**src/rtl/round_scheduler.sv**
```systemverilog
// round_scheduler: sequences the five permutation step units (parity, rotate,
// permute, revaluate, add_rc) over ROUNDS rounds with a per-step watchdog.
module round_scheduler #(
    parameter int unsigned ROUNDS  = 24,
    parameter int unsigned TIMEOUT = 255
) (
    input  logic       clk,
    input  logic       rst,
    input  logic       start,
    input  logic       abort,
    input  logic [4:0] step_done,
    output logic [4:0] step_start,
    output logic [4:0] round_idx,
    output logic       ld_fr,
    output logic       ld_fw,
    output logic       busy,
    output logic       done,
    output logic       err
);

    localparam int unsigned STEPS  = 5;
    localparam int unsigned STEP_W = 3;
    localparam int unsigned RND_W  = 5;
    localparam int unsigned TMO_W  = 8;

    localparam logic [STEP_W-1:0] LAST_STEP  = STEP_W'(STEPS - 1);
    localparam logic [RND_W-1:0]  LAST_ROUND = RND_W'(ROUNDS - 1);
    localparam logic [TMO_W-1:0]  TMO_LAST   = TMO_W'(TIMEOUT - 1);

    typedef enum logic [2:0] {
        IDLE  = 3'd0,
        LOAD  = 3'd1,
        GO    = 3'd2,
        WAIT  = 3'd3,
        STORE = 3'd4,
        ERR   = 3'd5
    } state_t;

    state_t              state_q, state_d;
    logic [STEP_W-1:0]   step_q, step_d;
    logic [RND_W-1:0]    round_q, round_d;
    logic [TMO_W-1:0]    tmo_q, tmo_d;

    logic [STEPS-1:0]    cur_mask;
    logic [STEPS-1:0]    nxt_mask;
    logic                done_hit;

    logic [STEPS-1:0]    step_start_d;
    logic                ld_fr_d;
    logic                ld_fw_d;
    logic                busy_d;
    logic                done_d;
    logic                err_d;

    // Only the completion bit of the unit currently being waited on matters.
    assign cur_mask  = STEPS'(1) << step_q;
    assign nxt_mask  = STEPS'(1) << step_d;
    assign done_hit  = |(step_done & cur_mask);
    assign round_idx = round_q;

    // State and counter registers plus registered Moore outputs.
    always_ff @(posedge clk or posedge rst) begin
        if (rst) begin
            state_q    <= IDLE;
            step_q     <= '0;
            round_q    <= '0;
            tmo_q      <= '0;
            step_start <= '0;
            ld_fr      <= 1'b0;
            ld_fw      <= 1'b0;
            busy       <= 1'b0;
            done       <= 1'b0;
            err        <= 1'b0;
        end else begin
            state_q    <= state_d;
            step_q     <= step_d;
            round_q    <= round_d;
            tmo_q      <= tmo_d;
            step_start <= step_start_d;
            ld_fr      <= ld_fr_d;
            ld_fw      <= ld_fw_d;
            busy       <= busy_d;
            done       <= done_d;
            err        <= err_d;
        end
    end

    // Next-state and counter update; abort outranks every other transition.
    always_comb begin
        state_d = state_q;
        step_d  = step_q;
        round_d = round_q;
        tmo_d   = tmo_q;

        if (abort && (state_q != IDLE)) begin
            state_d = IDLE;
            step_d  = '0;
            round_d = '0;
            tmo_d   = '0;
        end else begin
            case (state_q)
                IDLE: begin
                    if (start) begin
                        state_d = LOAD;
                        step_d  = '0;
                        round_d = '0;
                    end
                end
                LOAD: begin
                    state_d = GO;
                end
                GO: begin
                    tmo_d   = '0;
                    state_d = WAIT;
                end
                WAIT: begin
                    if (done_hit) begin
                        if (step_q < LAST_STEP) begin
                            step_d  = step_q + STEP_W'(1);
                            state_d = GO;
                        end else if (round_q < LAST_ROUND) begin
                            step_d  = '0;
                            round_d = round_q + RND_W'(1);
                            state_d = GO;
                        end else begin
                            state_d = STORE;
                        end
                    end else begin
                        tmo_d = tmo_q + TMO_W'(1);
                        if (tmo_q >= TMO_LAST) begin
                            state_d = ERR;
                        end
                    end
                end
                STORE: begin
                    state_d = IDLE;
                end
                ERR: begin
                    state_d = ERR;
                end
                default: begin
                    state_d = IDLE;
                    step_d  = '0;
                    round_d = '0;
                    tmo_d   = '0;
                end
            endcase
        end
    end

    // Outputs decoded from the upcoming state so they are flops aligned with it.
    always_comb begin
        step_start_d = '0;
        ld_fr_d      = 1'b0;
        ld_fw_d      = 1'b0;
        busy_d       = 1'b0;
        done_d       = 1'b0;
        err_d        = 1'b0;

        if (state_d == GO) begin
            step_start_d = nxt_mask;
        end
        ld_fr_d = (state_d == LOAD);
        ld_fw_d = (state_d == STORE);
        done_d  = (state_d == STORE);
        err_d   = (state_d == ERR);
        busy_d  = (state_d == LOAD) || (state_d == GO) ||
                  (state_d == WAIT) || (state_d == STORE);
    end

endmodule
```
**config.mk**
```make
export PLATFORM = sky130hd
export DESIGN_NAME = round_scheduler
export DESIGN_NICKNAME = d
export VERILOG_FILES = /design/src/rtl/round_scheduler.sv
export SDC_FILE = /design/constraint.sdc
export NUM_CORES = 1
export LEC_CHECK = 0
export CAP_MARGIN = 20
export CORE_ASPECT_RATIO = 1.5
export CORE_UTILIZATION = 49
export DETAILED_ROUTE_END_ITERATION = 6
export PLACE_DENSITY = 0.76
export SLEW_MARGIN = 20
export SYNTH_ARGS = -nofsm -noshare
export SYNTH_HDL_FRONTEND = slang
export SYNTH_SLANG_ARGS = --single-unit
```
**constraint.sdc**
```tcl
create_clock -name clk -period 3.11 [get_ports clk]
set_clock_uncertainty 0.15 [all_clocks]
set_input_delay 0.622 -clock clk [delete_from_list [all_inputs] [get_ports clk]]
set_output_delay 0.622 -clock clk [all_outputs]
set_load 0.1 [all_outputs]
```
==> metrics.csv, run 1 <==
metric,value,unit
status,"finished, final reports clean",
nFillCells,278,
vias,1423,
grt_pass1_vias,1421,
final_util,61.40,%
rows,25,
yosys_warnings,0,
setup_viol,0,
fp.dieW,50.06,um
port-buffer-count,23,
synth_area_leader_cell,dfrtp_1,
synth_top_flop_cell,dfrtp_1,
crit_path_max_fanout,5,
synth_top_area_share,41.27,%
drt_iter0_drc,43,
grt_pass1_wl,6.279,mm
maxCapViolations,0,
wl_per_cell,16.14,um
first_pass_iters,4,
cts_buffer_depth,2,
fin_area,1978,um^2
postSynthCellCount,170,
hold_violations,0,
final_antenna_net_count,0,
cts_made_buffers,3,
clk_pin_slew_worst_paths,0.09,ns
drc,0,
cts-root-buf,clkbuf_8,
cp-start-kind,input port,
cellPowerDensity,571.5,nW/um^2
insertedDiodeCount,0,
core_area,3222,um^2
dieArea,3709,um^2
cp_slowest_cell,a222oi_1,
fin_crit,2.593,ns
ff_latch_area,700.7,um^2
initial_core_util,52.70,%
worstPathRequired,3.12,ns
areaGrowthSynthToFinish,16.51,%
cts.repair.resized,0,
vias_per_cell,6.134,
wirelength,3.744,mm
nets,209,
worstPathCellList,clkdlybuf4s50_1 > a222oi_1 > o21ai_1 > a221o_1 > and2b_1 > nor3b_2,
timing.setup.tns,0,ns
finalCritPeriodShare,83.38,%
crit_path_end_kind,flip-flop,
grt_max_degree,29,
syn_area,1698,um^2
relSlewSlack,63.00,%
ioPinCount,24,
ys_seq_area_share,41.27,%
multi_input_area,903.4,um^2
syn_nets,186,
critPathMaxStageDelay,0.53,ns
cts_tree,built,
stdcell_count,232,
clock_sinks,28,
fmax,385.6,MHz
h-tree-depth,1,
synth_area_leaders,"dfrtp_1 (41%), ha_1 (5.2%), nor2_1 (4.0%)",
synth-seq-cells,28,
synth.distinct_cells,61,
placement.cell_area,1907,um^2
dpl.cell_count,228,
rsz0062_at_grt,false,
worstPathArrival,2.60,ns
crit_type,in2reg,
worst_pin_slew,0.5513,ns
fin_ws,0.5168,ns
hold_class,reg2reg,
grt_util_all_layers,22.49,%
die_h,74.10,um
antenna_found_initial,0,
synth-edff-count,0,
dp_hpwl,2.790,mm
synth.avg_cell_area,9.988,um^2
ir_worst_vdd,0.3625,mV
final_max_slew_viol_count,0,
grt_remaining_overflow,0,
pre_cts_ws,0.2562,ns
hold_buffers,0,
drive_gt1_share,16.15,%
p_leak,0.9202,nW
clk_latency,0.28,ns
synth_async_sr_flop_share,100.0,%
place.gp.congestion,0.8304,
post_cts_buffers,0,
==> Yosys cell counts (3+ instances only) <==
master / number
dfrtp_1: 28
o2111ai_1: 3
and2_1: 4
xor2_1: 7
nand2_1: 8
a21oi_1: 6
inv_1: 12
buf_2: 3
ha_1: 7
nand3_1: 4
o211ai_1: 3
nor3_1: 3
nand2b_1: 3
nand4_1: 5
nor2_1: 18
==> worst paths after layout <==
| kind | start | end | slack, ns | cells after the start |
|---|---|---|---|---|
| min in group asynchronous | rst | round_idx[3] | 0.54 | 3 |
| max in group asynchronous | rst | state_q[0] | 2.00 | 3 |
| hold / removal | tmo_q[5] | tmo_q[5] | 0.41 | 2 |
| setup / recovery | step_done[1] | state_q[1] | 0.52 | 6 |
| hold reg to reg | tmo_q[5] | tmo_q[5] | 0.41 | 2 |
| setup reg to reg | step_q[1] | state_q[1] | 0.59 | 7 |
==> state kept, by name, indices dropped and copies added, names as in the netlist <==
register	count
busy	1
done	1
err	1
ld_fr	1
round_idx	5
state_q	3
step_q	3
step_start	5
tmo_q	8
==> cell type report <==
cell class / count / area share (%)
flip-flops and latches: 28 / 35.42
inverters: 12 / 2.277
well taps: 40 / 2.530
multi-input cells: 123 / 45.67
clock inverters: 1 / 1.518
clock buffers: 3 / 2.087
repair buffers: 25 / 10.50
==> where the power goes <==
| group | switching, W | total, W | internal, W |
|---|---|---|---|
| combinational | 0.000280 | 0.000405 | 0.000125 |
| sequential | 0.0000426 | 0.000437 | 0.000394 |
| clock | 0.000116 | 0.000289 | 0.000172 |
| total | 0.000439 | 0.00113 | 0.000691 |
==> routing by layer <==
| metal | track usage (%) | up-vias | share of wire, % |
|---|---|---|---|
| met2 | 42.52 | 28 | 55 |
| li1 | - | 681 | - |
| met3 | 2.863 | 11 | 2.2 |
| met5 | 0 | - | 0 |
| met1 | 22.86 | 703 | 39 |
| met4 | 14.29 | 0 | 3.6 |
==> critical path, delay by kind of cell <==
kind / cells / cell delay, ns
buffers and inverters: 1 / 0.40
AO/OA/AOI/OAI: 3 / 1.23
AND/OR/NAND/NOR: 2 / 0.34
==> metrics by stage <==
stage	hold WS, ns	power (W)
after global routing	0.4442	0.001188
after detailed placement	0.3917	0.0008462
final	0.4126	0.001131
after CTS	0.4180	0.001137
after global placement	0.3673	0.0008354
after floorplan	0.3261	0.0007631
==> cells in the final DEF, fill, tap and decap left out, types with 2 or more instances in the layout <==
master	instances
xor2_1	7
nand2_1	8
a41o_1	2
ha_1	7
nor2_1	18
or3_1	2
nand4_1	5
a2111oi_2	2
o31ai_1	2
and2_1	4
a21o_1	2
o211ai_1	3
buf_4	17
o21ai_1	2
a31oi_1	2
clkdlybuf4s50_1	8
and4_1	2
a21oi_1	6
inv_1	12
dfrtp_1	28
and2b_1	2
nor3_1	3
o2111ai_1	3
nand3_1	4
clkbuf_8	3
nand2b_1	3
==> cell families after synthesis <==
kind of cell               Yosys count  synth area share, %
AOI/OAI and AO/OA                   43                20.78
and+or+nand+nor                     62                20.85
adders and majority gates            7                5.158
muxes                                3                2.284
xor gates and xnor gates             8                4.127
DFF                                 28                41.27
buffers and inverters               19                5.526
Power figures use the tool's default switching activity.
==> run 2: changes to the inputs <==
clock period = 2.4 ns   (was 3.11 ns; I/O delays follow)
==> run 2 against run 1 <==
Effect of this change: flip-flop and latch count unchanged; via count increased by 3.0%; clock-buffer cell count is 1 higher; worst setup slack worse by 0.46 ns; final cell count up 6.5%; sequential power rose by 28%; die area did not move; register-to-register slack got worse by 0.52 ns; critical path type unchanged; critical endpoint is now step_start[4]; largest power group is now combinational logic.
==> metrics.csv, run 2 (synthesis gave the netlist of run 1 again) <==
metric,value,unit,change
vias,1465,,"was 1,423"
vias_per_cell,5.931,,was 6.134
grt_max_degree,29,,unchanged
drive_gt1_share,26.09,%,was 16.15%
dpl.cell_count,242,,was 228
cellPowerDensity,693.8,nW/um^2,was 571.5 nW/um^2
grt_pass1_vias,1465,,"was 1,421"
wl_met1,1.456,mm,was 1.449 mm
worstPathRequired,2.41,ns,was 3.12 ns
cp_num_buf_inv,1,,unchanged
largest_register_ffs,8,,unchanged
worst_pin_slew,0.6654,ns,was 0.5513 ns
fin_area,2110,um^2,was 1978 um^2
final_common_cell,buf_4,,was dfrtp_1
antenna_found_initial,0,,unchanged
final_antenna_net_count,0,,unchanged
crit_path_max_fanout,4,,was 5
cts_buffer_depth,2,,unchanged
swShare,40.35,%,was 38.86%
wl_per_cell,15.88,um,was 16.14 um
port-buffer-count,23,,unchanged
combPwrFrac,42.2,%,was 35.8%
regMostFlops,tmo_q,,unchanged
finalCritPeriodShare,97.82,%,
drt_iter0_drc,57,,was 43
clockPowerShare,19.5,%,was 25.5%
p_leak,0.9819,nW,was 0.9202 nW
initial_core_util,52.70,%,unchanged
crit_family,compound AO/OA/AOI/OAI gates,,unchanged
rows,25,,unchanged
nets,224,,was 209
status,"finished, final reports clean",,unchanged
crit_type,in2reg,,unchanged
hold_violations,0,,unchanged
cp-start-kind,input port,,unchanged
h-tree-depth,1,,unchanged
clock_sinks,28,,unchanged
cp_slowest_cell,clkdlybuf4s50_1,,was a222oi_1
p_int,0.0008731,W,was 0.0006913 W
drc,0,,unchanged
cts-root-buf,clkbuf_8,,unchanged
setup_viol,0,,unchanged
die_h,74.10,um,unchanged
areaGrowthSynthToFinish,24.24,%,was 16.51%
maxCapViolations,0,,unchanged
fin_crit,2.348,ns,
core_area,3222,um^2,unchanged
dieArea,3709,um^2,unchanged
placement.cell_area,2017,um^2,was 1907 um^2
cts_made_buffers,3,,unchanged
dp_hpwl,2.874,mm,was 2.790 mm
first_pass_iters,4,,unchanged
switchingPower,0.0005905,W,was 0.0004394 W
clk_pin_slew_worst_paths,0.09,ns,about the same
fmax,426.0,MHz,
cts_tree,built,,unchanged
fp.dieW,50.06,um,unchanged
seq_power_share,38.3,%,was 38.6%
clk_latency,0.27,ns,was 0.28 ns
worstPathArrival,2.35,ns,was 2.60 ns
wl_met3,102,um,was 83 um
ioPinCount,24,,unchanged
stdcell_count,247,,was 232
place.gp.congestion,0.8742,,was 0.8304
crit_path_end_kind,flip-flop,,unchanged
relSlewSlack,55.34,%,was 63.00%
layout_common_cells,"buf_4 (32), dfrtp_1 (24), nor2_1 (18), inv_1 (12)",,"was dfrtp_1 (28), nor2_1 (18), buf_4 (17), inv_1 (12)"
grt_pass1_wl,6.444,mm,was 6.279 mm
grt_util_all_layers,23.09,%,was 22.49%
final_max_slew_viol_count,0,,unchanged
wl_met2,2.231,mm,was 2.075 mm
wirelength,3.922,mm,was 3.744 mm
grt_remaining_overflow,0,,unchanged
hold_class,reg2reg,,unchanged
insertedDiodeCount,0,,unchanged
rsz0062_at_grt,true,,was false
worstPathCellList,clkdlybuf4s50_1 > mux2i_2 > a2111oi_1 > o31a_1 > or3_1 > a2111oi_2,,was clkdlybuf4s50_1 > a222oi_1 > o21ai_1 > a221o_1 > and2b_1 > nor3b_2
ir_worst_vdd,0.4202,mV,was 0.3625 mV
critPathMaxStageDelay,0.46,ns,was 0.53 ns
highest_layer,met4,,unchanged
run 2: path summary, 6_finish.rpt:
path | startpoint | end | slack (ns) | depth (start not counted)
worst max-delay path | step_done[4] | step_start[4] | 0.05 | 6
worst min-delay path | tmo_q[5] | tmo_q[5] | 0.39 | 2
worst max register to register | step_q[2] | step_start[4] | 0.07 | 5
worst min register to register | tmo_q[5] | tmo_q[5] | 0.39 | 2
max in group asynchronous | rst | round_idx[2] | 1.40 | 3
min in group asynchronous | rst | round_idx[4] | 0.41 | 3
run 2: metal layers:
| metal | global-route usage [%] | up-vias |
|---|---|---|
| li1 | - | 705 |
| met1 | 25.19 | 701 |
| met2 | 44.00 | 44 |
| met3 | 2.249 | 15 |
| met4 | 10.79 | 0 |
| met5 | 0 | - |
run 2: final cells by class:
cell class,count,area (um^2)
Clock buffer,4,55.05
Fill cell,267,1112
Inverter,12,45.04
Multi-Input combinational cell,123,933.4
Sequential cell,28,705.7
Tap cell,40,50.05
Timing Repair Buffer,40,320.3
run 2: repair_timing:
| item | CTS | global route |
|---|---|---|
| hold buffers | 0 | 0 |
| pin swaps | 0 | 2 |
| endpoints found under the setup margin | 1 | 5 |
| gates resized for setup | 1 | 4 |
| buffers inserted | 0 | 1 |
run 2: metrics by stage:
step	TNS, ns	setup WS, ns	hold WS, ns	utilization, %	total power (W)
after floorplan	0	0.02064	0.3261	-	0.0009888
after global placement	-0.3024	-0.1070	0.3829	62.60	0.001135
after detailed placement	-0.7781	-0.1612	0.3718	62.60	0.001152
after CTS	0	0.09612	0.3959	64.43	0.001449
after global routing	-0.2999	-0.06755	0.4302	65.48	0.001547
final	0	0.05243	0.3893	65.48	0.001464
run 2: worst min-delay path, delay by kind of cell (launching register included):
kind	cells	cell delay, ns
and+or+nand+nor	1	0.07
DFF	1	0.36
xor gates and xnor gates	1	0.07
run 2: power groups by stage:
| stage | clock network [W] | registers, W | logic [W] |
|---|---|---|---|
| after floorplan | 0 | 0.000673 | 0.000316 |
| after global placement | 0 | 0.000566 | 0.000570 |
| after detailed placement | 0 | 0.000568 | 0.000584 |
| after CTS | 0.000297 | 0.000559 | 0.000593 |
| after global routing | 0.000315 | 0.000565 | 0.000667 |
| final | 0.000286 | 0.000560 | 0.000617 |
